--- src/rtl/audio_pkg.sv ---
// Shared definitions for the audio playback path.
//   mode_t   : voice-UI mix mode encodings
//   state_t  : playback sequencer FSM states
//   SAMPLE_MAX / SAMPLE_MIN : signed 8-bit output saturation limits
package audio_pkg;

    typedef enum logic [1:0] {
        MODE_MEM   = 2'b00,
        MODE_NOISE = 2'b01,
        MODE_MIX   = 2'b10,
        MODE_MUTE  = 2'b11
    } mode_t;

    typedef enum logic [1:0] {
        IDLE,
        WAIT_TICK,
        FETCH,
        MIX
    } state_t;

    localparam int SAMPLE_MAX = 127;
    localparam int SAMPLE_MIN = -128;

endpackage

--- src/rtl/sample_tick_gen.sv ---
// Sample-rate tick generator.
//   clk   : system clock
//   reset : asynchronous active-low reset
//   en    : count enable; counter is held at 0 while low
//   tick  : high for one cycle when the count reaches CLK_DIV-1
module sample_tick_gen #(
    parameter int CLK_DIV = 12500
) (
    input  logic clk,
    input  logic reset,
    input  logic en,
    output logic tick
);

    localparam int              CW   = $clog2(CLK_DIV);
    localparam logic [CW-1:0]   LAST = CW'(CLK_DIV - 1);

    logic [CW-1:0] count;

    // Holding the count at 0 while disabled gives every playback a
    // fresh CLK_DIV-cycle first period without a separate clear input.
    always_ff @(posedge clk or negedge reset) begin
        if (!reset) begin
            count <= '0;
        end else if (!en || count == LAST) begin
            count <= '0;
        end else begin
            count <= count + CW'(1);
        end
    end

    assign tick = en && (count == LAST);

endmodule

--- src/rtl/audio_playback_sequencer.sv ---
// Playback sequencer: reads signed samples from sample memory, optionally
// mixes in LFSR noise, saturates, and emits one sample per sample tick.
//   clk, reset          : system clock, async active-low reset
//   start, stop         : single-cycle control pulses
//   loop_en             : wrap to address 0 after the last sample
//   mode, noise_gain    : mix mode and noise amplitude (latched per tick)
//   mem_en, mem_addr    : sample memory read port (data 1 cycle later)
//   mem_data            : sample memory read data
//   lfsr_8bit           : free-running noise source
//   sample_out/_valid   : saturated output sample and its strobe
//   busy, done          : activity flag, end-of-buffer pulse
module audio_playback_sequencer
    import audio_pkg::*;
#(
    parameter int CLK_DIV = 12500,
    parameter int ADDR_W  = 14,
    parameter int DEPTH   = 16000
) (
    input  logic                clk,
    input  logic                reset,
    input  logic                start,
    input  logic                stop,
    input  logic                loop_en,
    input  logic [1:0]          mode,
    input  logic [1:0]          noise_gain,
    output logic                mem_en,
    output logic [ADDR_W-1:0]   mem_addr,
    input  logic signed [7:0]   mem_data,
    input  logic [7:0]          lfsr_8bit,
    output logic signed [7:0]   sample_out,
    output logic                sample_valid,
    output logic                busy,
    output logic                done
);

    localparam logic [ADDR_W-1:0] LAST_ADDR = ADDR_W'(DEPTH - 1);
    localparam logic signed [8:0] SUM_MAX   = 9'(SAMPLE_MAX);
    localparam logic signed [8:0] SUM_MIN   = 9'(SAMPLE_MIN);
    localparam logic signed [7:0] OUT_MAX   = 8'(SAMPLE_MAX);
    localparam logic signed [7:0] OUT_MIN   = 8'(SAMPLE_MIN);

    state_t                state_q, state_d;
    logic [ADDR_W-1:0]     addr_q, addr_d;
    logic                  mem_en_q, mem_en_d;
    logic signed [7:0]     sample_q, sample_d;
    logic                  valid_q, valid_d;
    logic                  done_q, done_d;
    logic                  busy_q, busy_d;
    mode_t                 mode_q, mode_d;
    logic [1:0]            gain_q, gain_d;

    logic                  tick;
    logic signed [7:0]     noise;
    logic signed [8:0]     sum;
    logic signed [7:0]     mixed;

    sample_tick_gen #(
        .CLK_DIV(CLK_DIV)
    ) u_tick (
        .clk   (clk),
        .reset (reset),
        .en    (busy_q),
        .tick  (tick)
    );

    // Mixing datapath, evaluated during MIX using the latched mode/gain.
    always_comb begin
        noise = $signed(lfsr_8bit) >>> (2'd3 - gain_q);
        case (mode_q)
            MODE_MEM:   sum = {mem_data[7], mem_data};
            MODE_NOISE: sum = {noise[7], noise};
            MODE_MIX:   sum = {mem_data[7], mem_data} + {noise[7], noise};
            default:    sum = '0;
        endcase
        if (sum > SUM_MAX) begin
            mixed = OUT_MAX;
        end else if (sum < SUM_MIN) begin
            mixed = OUT_MIN;
        end else begin
            mixed = sum[7:0];
        end
    end

    always_comb begin
        state_d  = state_q;
        addr_d   = addr_q;
        mem_en_d = 1'b0;
        sample_d = sample_q;
        valid_d  = 1'b0;
        done_d   = 1'b0;
        mode_d   = mode_q;
        gain_d   = gain_q;

        case (state_q)
            IDLE: begin
                if (start) begin
                    state_d = WAIT_TICK;
                    addr_d  = '0;
                end
            end
            WAIT_TICK: begin
                if (tick) begin
                    mode_d   = mode_t'(mode);
                    gain_d   = noise_gain;
                    mem_en_d = !(mode_t'(mode) inside {MODE_NOISE, MODE_MUTE});
                    state_d  = FETCH;
                end
            end
            FETCH: begin
                state_d = MIX;
            end
            MIX: begin
                sample_d = mixed;
                valid_d  = 1'b1;
                if (addr_q != LAST_ADDR) begin
                    addr_d  = addr_q + ADDR_W'(1);
                    state_d = WAIT_TICK;
                end else begin
                    addr_d = '0;
                    if (loop_en) begin
                        state_d = WAIT_TICK;
                    end else begin
                        done_d  = 1'b1;
                        state_d = IDLE;
                    end
                end
            end
            default: state_d = IDLE;
        endcase

        // stop overrides every transition above, including end-of-buffer.
        if (stop && state_q != IDLE) begin
            state_d  = IDLE;
            addr_d   = '0;
            mem_en_d = 1'b0;
            sample_d = sample_q;
            valid_d  = 1'b0;
            done_d   = 1'b0;
            mode_d   = mode_q;
            gain_d   = gain_q;
        end

        busy_d = (state_d != IDLE);
    end

    always_ff @(posedge clk or negedge reset) begin
        if (!reset) begin
            state_q  <= IDLE;
            addr_q   <= '0;
            mem_en_q <= 1'b0;
            sample_q <= '0;
            valid_q  <= 1'b0;
            done_q   <= 1'b0;
            busy_q   <= 1'b0;
            mode_q   <= MODE_MEM;
            gain_q   <= '0;
        end else begin
            state_q  <= state_d;
            addr_q   <= addr_d;
            mem_en_q <= mem_en_d;
            sample_q <= sample_d;
            valid_q  <= valid_d;
            done_q   <= done_d;
            busy_q   <= busy_d;
            mode_q   <= mode_d;
            gain_q   <= gain_d;
        end
    end

    assign mem_en       = mem_en_q;
    assign mem_addr     = addr_q;
    assign sample_out   = sample_q;
    assign sample_valid = valid_q;
    assign busy         = busy_q;
    assign done         = done_q;

endmodule
--- config.mk ---
export PLATFORM = sky130hd
export DESIGN_NAME = audio_playback_sequencer
export DESIGN_NICKNAME = d
export VERILOG_FILES = /design/src/rtl/audio_pkg.sv /design/src/rtl/sample_tick_gen.sv /design/src/rtl/audio_playback_sequencer.sv
export SDC_FILE = /design/constraint.sdc
export NUM_CORES = 1
export LEC_CHECK = 0
export CORE_UTILIZATION = 48
export DETAILED_ROUTE_END_ITERATION = 8
export PLACE_DENSITY = 0.86
export SLEW_MARGIN = 20
export SYNTH_ARGS = -nofsm -noshare
export SYNTH_HDL_FRONTEND = slang
export SYNTH_SLANG_ARGS = --single-unit
--- constraint.sdc ---
create_clock -name clk -period 2.72 [get_ports clk]
set_input_delay 0.544 -clock clk [delete_from_list [all_inputs] [get_ports clk]]
set_output_delay 0.544 -clock clk [all_outputs]
set_load 0.02 [all_outputs]
==> metrics.md, run 1 <==
| Metric | Value |
|---|---|
| Final count of pins violating max slew | 0 |
| Cells after Synth | 306 |
| MaxCap Viol Count | 0 |
| Port bufs | 50 |
| Dominant cells by area after synthesis | dfrtp_1 40%, nor2_1 5.2%, ha_1 4.4% |
| Post-DP HPWL | 4960 um |
| Crit share post-route | 1.03 |
| Synth warn | 0 |
| Top cell type's share of synthesized area | 0.401 |
| Syn_nets | 342 |
| GRT overflow | 0 |
| Mean routed wirelength per cell | 15.1 um |
| Via count | 2,549 |
| Post-synth top cells | 46 x dfrtp_1, 40 x nor2_1, 25 x nand2_1 |
| Area occupied by registers | 1150 um2 |
| Count of final setup violators | 7 |
| DRC | 0 |
| Worst vdd ir | around 0.00027 V |
| Max Clk Rate | ~0.36 GHz |
| Die Ht | 79.3 um |
| Cell row count | 27 |
| TritonCTS buffer count | 5 |
| CTS tree | yes |
| Run status | finished with violations |
| Synthesized cell area | ~2900 um2 |
| DIE WIDTH | between 70 and 80 um |
| Nets | 411 |
| Failing checks | setup timing |
| Most used standard cell by instance count after synthesis | dfrtp_1 |
| Drt total wl | 6760 um |
| Final Hold Vio Count | 0 |
| Fillers | 431 |
| Distinct cells, synth | 57 |
| Startpoint class of the critical path | input port |
| Clock transition at path regs | roughly 0.080 ns |
| Power per Cell Area | 377 nW/um2 |
| Syn-to-layout area delta | 30.8% |
| Arrival @ worst endpoint | ~3 ns |
| RSZ-0062 raised after global routing | true |
| CTS Buffer Depth | 2 |
| Post-synth EDFFs | 0 |
| Average size of a mapped cell | 9.37 um2 |
| RePlAce Congestion | between 0.9 and 1 |
| Initial DRT Pass Iterations | 4 |
| Async SR Flop Fraction | 1.00 |
| 1st-iter DRT viols | 180 |
| Core box area | about 5600 um2 |
| Sum Neg Setup Slack | -0.530 ns |
| Vias in the first global route | 2,544 |
| Crit path capture type | flop |
| Clk_skew | 0.00556 ns |
| First-pass GRT wire length | 11,800 um |
| Post-route setup slack | -0.0898 ns |
| Worst Hold Class | input port to async pin |
| Top-Level Pins | between 50 and 60 |
| Pre-CTS setup slack | -0.539 ns |
| CP max FO | 7 |
| Layout cells sized above 1 | 0.173 |
| Slew @ Worst Pin | 0.489 ns |
| Leading area contributor after synthesis | dfrtp_1 |
| Crit path required time | approximately 2.9 ns |
| Initial antenna violation count | 0 |
| Pwr Total | approximately 1.4 mW |
| Clk root buf | clkbuf_8 |
| Initial Utilization | 0.508 |
| All-layer global routing usage | 0.238 |
| Area of the multi-input gates | 1720 um2 |
| Die area | between 6000 and 7000 um2 |
| Leakage Power | 1.54 nW |
| CTS HTree Levels | 2 |
| Vias per cell | 5.69 |
| Maximum number of pins on one net before global-route repair | 26 |
| #FFs+latches synth | 46 |
| Worst-skew pair later-pin latency | a little under 0.3 ns |
| CTS hold repair buffers | 0 |
| Post-synth top flop | dfrtp_1 |
| Number of inserted diodes | 0 |
| CTS Sinks | 46 |
| Fin crit period | 2.81 ns |
| Remaining antenna violation count | 0 |
| Register area share after synthesis | 0.401 |
| Worst slew margin | 0.674 |
| WS Path Type | input port to flop |
==> area by class of cell <==
class / count / area share
Tap cell: 72 / 0.0240
Multi-Input combinational cell: 239 / 0.459
Timing Repair Buffer: 73 / 0.175
Clock buffer: 7 / 0.0230
Inverter: 10 / 0.0100
Clock inverter: 1 / 0.00133
Sequential cell: 46 / 0.307
==> worst paths after layout <==
| check | to | from | slack [ns] | cells after the start |
|---|---|---|---|---|
| setup / recovery | sample_out[0]$_DFFE_PN0P_ | lfsr_8bit[5] | -0.09 | 8 |
| hold / removal | sample_out[7]$_DFFE_PN0P_ | reset | 0.20 | 1 |
| setup reg to reg | sample_out[0]$_DFFE_PN0P_ | gain_q[0]$_DFFE_PN0P_ | -0.05 | 7 |
| hold reg to reg | u_tick.count[0]$_DFF_PN0_ | u_tick.count[0]$_DFF_PN0_ | 0.52 | 1 |
| max in group asynchronous | state_q[1]$_DFF_PN0_ | reset | 1.81 | 2 |
| min in group clk | u_tick.count[0]$_DFF_PN0_ | u_tick.count[0]$_DFF_PN0_ | 0.52 | 1 |
==> registers in the layout (all words and copies together), names as in the netlist, 2 cells and up <==
register / count
gain_q: 2
sample_out: 8
mem_addr: 14
state_q: 2
u_tick.count: 14
mode_q: 2
==> logic make-up (layout without fill, tap and decap cells) <==
group / after synthesis / count (layout) / synth area share
buf+inv: 21 / 91 / 0.0327
mux: 18 / 18 / 0.0873
compound gates: 73 / 73 / 0.166
flops: 46 / 46 / 0.401
simple gates: 121 / 121 / 0.213
xor+xnor: 16 / 16 / 0.0489
fa+ha+maj: 11 / 11 / 0.0506
==> layer usage <==
metal / vias up / part of all wire / track usage
met1: 1222 / 0.45 / 0.316
met3: 10 / 0.047 / 0.0494
met5: - / 0 / 0
met4: 0 / 0.013 / 0.0745
li1: 1254 / - / -
met2: 63 / 0.49 / 0.389
==> report_power, final <==
part / internal (mW) / total, mW / switching [mW]
registers: 0.703 / 0.729 / 0.0260
clock network: 0.205 / 0.425 / 0.220
logic: 0.130 / 0.261 / 0.131
==> metrics by stage <==
step                      hold WS, ns   util  std cells  instance area (um2)
after global placement          0.494  0.631        438                 3560
after global routing            0.229  0.665        448                 3750
after detailed placement        0.510  0.631        438                 3560
after CTS                       0.215  0.662        447                 3730
final                           0.200  0.665        448                 3750
after floorplan                 0.248      -        306                 2880
==> worst max-delay path, stage by stage <==
cell and delay (ns):
dlygate4sd2_1 0.27, mux4_2 0.49, ha_2 0.20, or4_4 0.51, o21ai_2 0.17, and3b_2 0.24
a211oi_4 0.41, o22ai_1 0.14
==> timing repair <==
action | 4_1_cts | 5_1_grt
pin swaps | 7 | 5
endpoints found under the hold margin | 0 | 0
setup buffers | 1 | 1
gates resized for setup | 29 | 2
setup endpoints to repair | 7 | 7
==> cells in the final DEF (no fill, tap or decap), types with 4 or more instances in the layout <==
master           count
mux2i_1              5
or3_1                4
clkbuf_8             6
ha_1                 5
mux2_1               4
nand4_1              5
nor4_1               5
xnor2_1              5
clkdlybuf4s50_1     41
xor2_1              11
o21ai_1             15
o22ai_1              8
nand3_1             10
inv_1                7
nor2b_1              7
nor3_1               4
nor2_1              39
mux4_2               5
dfrtp_1             45
a21oi_1             10
dlygate4sd2_1        8
o21ai_0             11
and3_1               4
buf_4               23
nand2_1             25
(Power assumes the default switching activity.)
==> run 2, diff against run 1 <==
- RECOVER_POWER: not set -> 50
==> run 2 against run 1 <==
Against the previous run: the run still ends with setup timing left; clock skew is essentially flat; total power about the same; global-route usage is the same; flip-flop and latch count stayed put; highest routed layer unchanged.
==> metrics.md, run 2 (synthesis gave the netlist of run 1 again) <==
| Metric | Value |
|---|---|
| RSZ-0062 raised after global routing | true |
| Clk_skew | 0.00544 ns |
| Design area | 3750 um2 |
| Arrival @ worst endpoint | 2.97 ns |
| Standard cell with the maximum stage delay on the critical path | or4_4 |
| Layout cells sized above 1 | 0.170 |
| Via count | between 2k and 3k |
| Crit share post-route | 1.03 |
| Syn-to-layout area delta | 30.7% |
| CTS HTree Levels | 2 |
| Fin crit period | 2.81 ns |
| CTS Sinks | 46 |
| 1st-iter DRT viols | 175 |
| Crit path required time | 2.88 ns |
| Worst path max stage delay | 0.51 ns |
| CTS Buffer Depth | 2 |
| Leakage Power | 1.54 nW |
| Mean routed wirelength per cell | 15.1 um |
| Top delay family on crit path | simple AND/OR/NAND/NOR gates |
| Worst vdd ir | between 0.0002 and 0.0003 V |
| Fillers | 432 |
| Crit-path cells | dlygate4sd2_1 -> mux4_2 -> ha_2 -> or4_4 -> o21ai_2 -> and3b_2 -> a211oi_4 -> o22ai_1 |
| Run status | finished with violations |
| Remaining antenna violation count | 0 |
| Number of inserted diodes | 0 |
| TritonCTS buffer count | 5 |
| Highest-count cells in the layout ignoring fill and taps | 45 x dfrtp_1, 39 x nor2_1, 34 x clkdlybuf4s50_1 |
| CP max FO | 7 |
| WS Path Type | input port to flop |
| Initial antenna violation count | 0 |
| Drt total wl | 6770 um |
| Vias in the first global route | 2,544 |
| Maximum number of pins on one net before global-route repair | 26 |
| Clock transition at path regs | 0.08 ns |
| Most common cell after layout, fill and taps aside | dfrtp_1 |
| RePlAce Congestion | 0.963 |
| Initial Utilization | 0.508 |
| Area occupied by registers | ~1200 um2 |
| Worst Hold Class | input port to async pin |
| Die Ht | 79.3 um |
| Max Clk Rate | 0.356 GHz |
| Final count of pins violating max slew | 0 |
| Initial DRT Pass Iterations | 4 |
| Finished Layout Cells | 448 |
| First-pass GRT wire length | 11,800 um |
| MaxCap Viol Count | 0 |
| CTS tree | yes |
| GRT overflow | 0 |
| Nets | roughly 410 |
| Hold WS | 0.449 ns |
| Count of final setup violators | 7 |
| Top-Level Pins | 51 |
| Failing checks | setup timing |
| Port bufs | 50 |
| Pwr Total | 1.42 mW |
| Worst-skew pair later-pin latency | 0.29 ns |
| Final Hold Vio Count | 0 |
| CP Buf/Inv Count | 1 |
| Startpoint class of the critical path | input port |
| Clk root buf | clkbuf_8 |
| Core box area | 5640 um2 |
| Post-DP HPWL | a little under 5000 um |
| Pre-CTS setup slack | -0.539 ns |
| Slew @ Worst Pin | 1.15 ns |
| DIE WIDTH | 79.3 um |
| Post-DP Area | 3560 um2 |
| Cell row count | 27 |
| Power per Cell Area | roughly 380 nW/um2 |
| All-layer global routing usage | 0.238 |
| Post-placement cell count | 438 |
| Vias per cell | about 5.7 |
| Area of the multi-input gates | 1720 um2 |
| Post-route setup slack | -0.0853 ns |
| DRC | 0 |
| Crit path capture type | flop |
| CTS hold repair buffers | 0 |
| Die area | between 6000 and 7000 um2 |
| Worst slew margin | 0.233 |
-- run 2: metal layers --
metal,vias up,part of all wire,track usage
met3,12,0.045,0.0494
met2,65,0.48,0.389
met5,-,0,0
met1,1215,0.45,0.316
met4,0,0.016,0.0745
li1,1252,-,-
-- run 2: cell type report --
type	instances	area share
clock inverters	1	0.00134
multi-input cells	239	0.460
repair buffers	73	0.175
flip-flops and latches	46	0.307
well taps	72	0.0240
inverters	10	0.0100
clock buffers	7	0.0230
-- run 2: what timing repair did --
item / CTS / global route
resized for setup: 29 / 2
endpoints found under the setup margin: 7 / 7
endpoints found under the hold margin: 0 / 0
pin swaps: 7 / 5
setup buffers: 1 / 1
-- run 2: path summary, 6_finish.rpt --
kind | cells after the start | end | from | slack, ns
setup / recovery | 8 | sample_out[0]$_DFFE_PN0P_ | lfsr_8bit[5] | -0.09
hold / removal | 1 | sample_out[7]$_DFFE_PN0P_ | reset | 0.45
setup reg to reg | 7 | sample_out[0]$_DFFE_PN0P_ | gain_q[0]$_DFFE_PN0P_ | -0.05
hold reg to reg | 1 | sample_out[7]$_DFFE_PN0P_ | sample_out[7]$_DFFE_PN0P_ | 0.52
max in group asynchronous | 2 | state_q[1]$_DFF_PN0_ | reset | 1.07
min in group clk | 1 | sample_out[7]$_DFFE_PN0P_ | sample_out[7]$_DFFE_PN0P_ | 0.52
-- run 2: power breakdown --
part	switching, mW	internal, mW	total (mW)
combinational	0.131	0.129	0.260
sequential	0.0259	0.703	0.729
clock	0.222	0.205	0.427
-- run 2: metrics by stage --
| step | utilization | setup TNS, ns |
|---|---|---|
| after floorplan | - | 0 |
| after global placement | 0.631 | -3.50 |
| after detailed placement | 0.631 | -3.82 |
| after CTS | 0.662 | 0 |
| after global routing | 0.664 | -0.794 |
| final | 0.664 | -0.502 |
==> run 3, diff against run 2 <==
- HOLD_SLACK_MARGIN: not set -> 0.1
==> results of run 3 <==
Same layout as run 2: the final DEF is identical, and so are final timing and power.
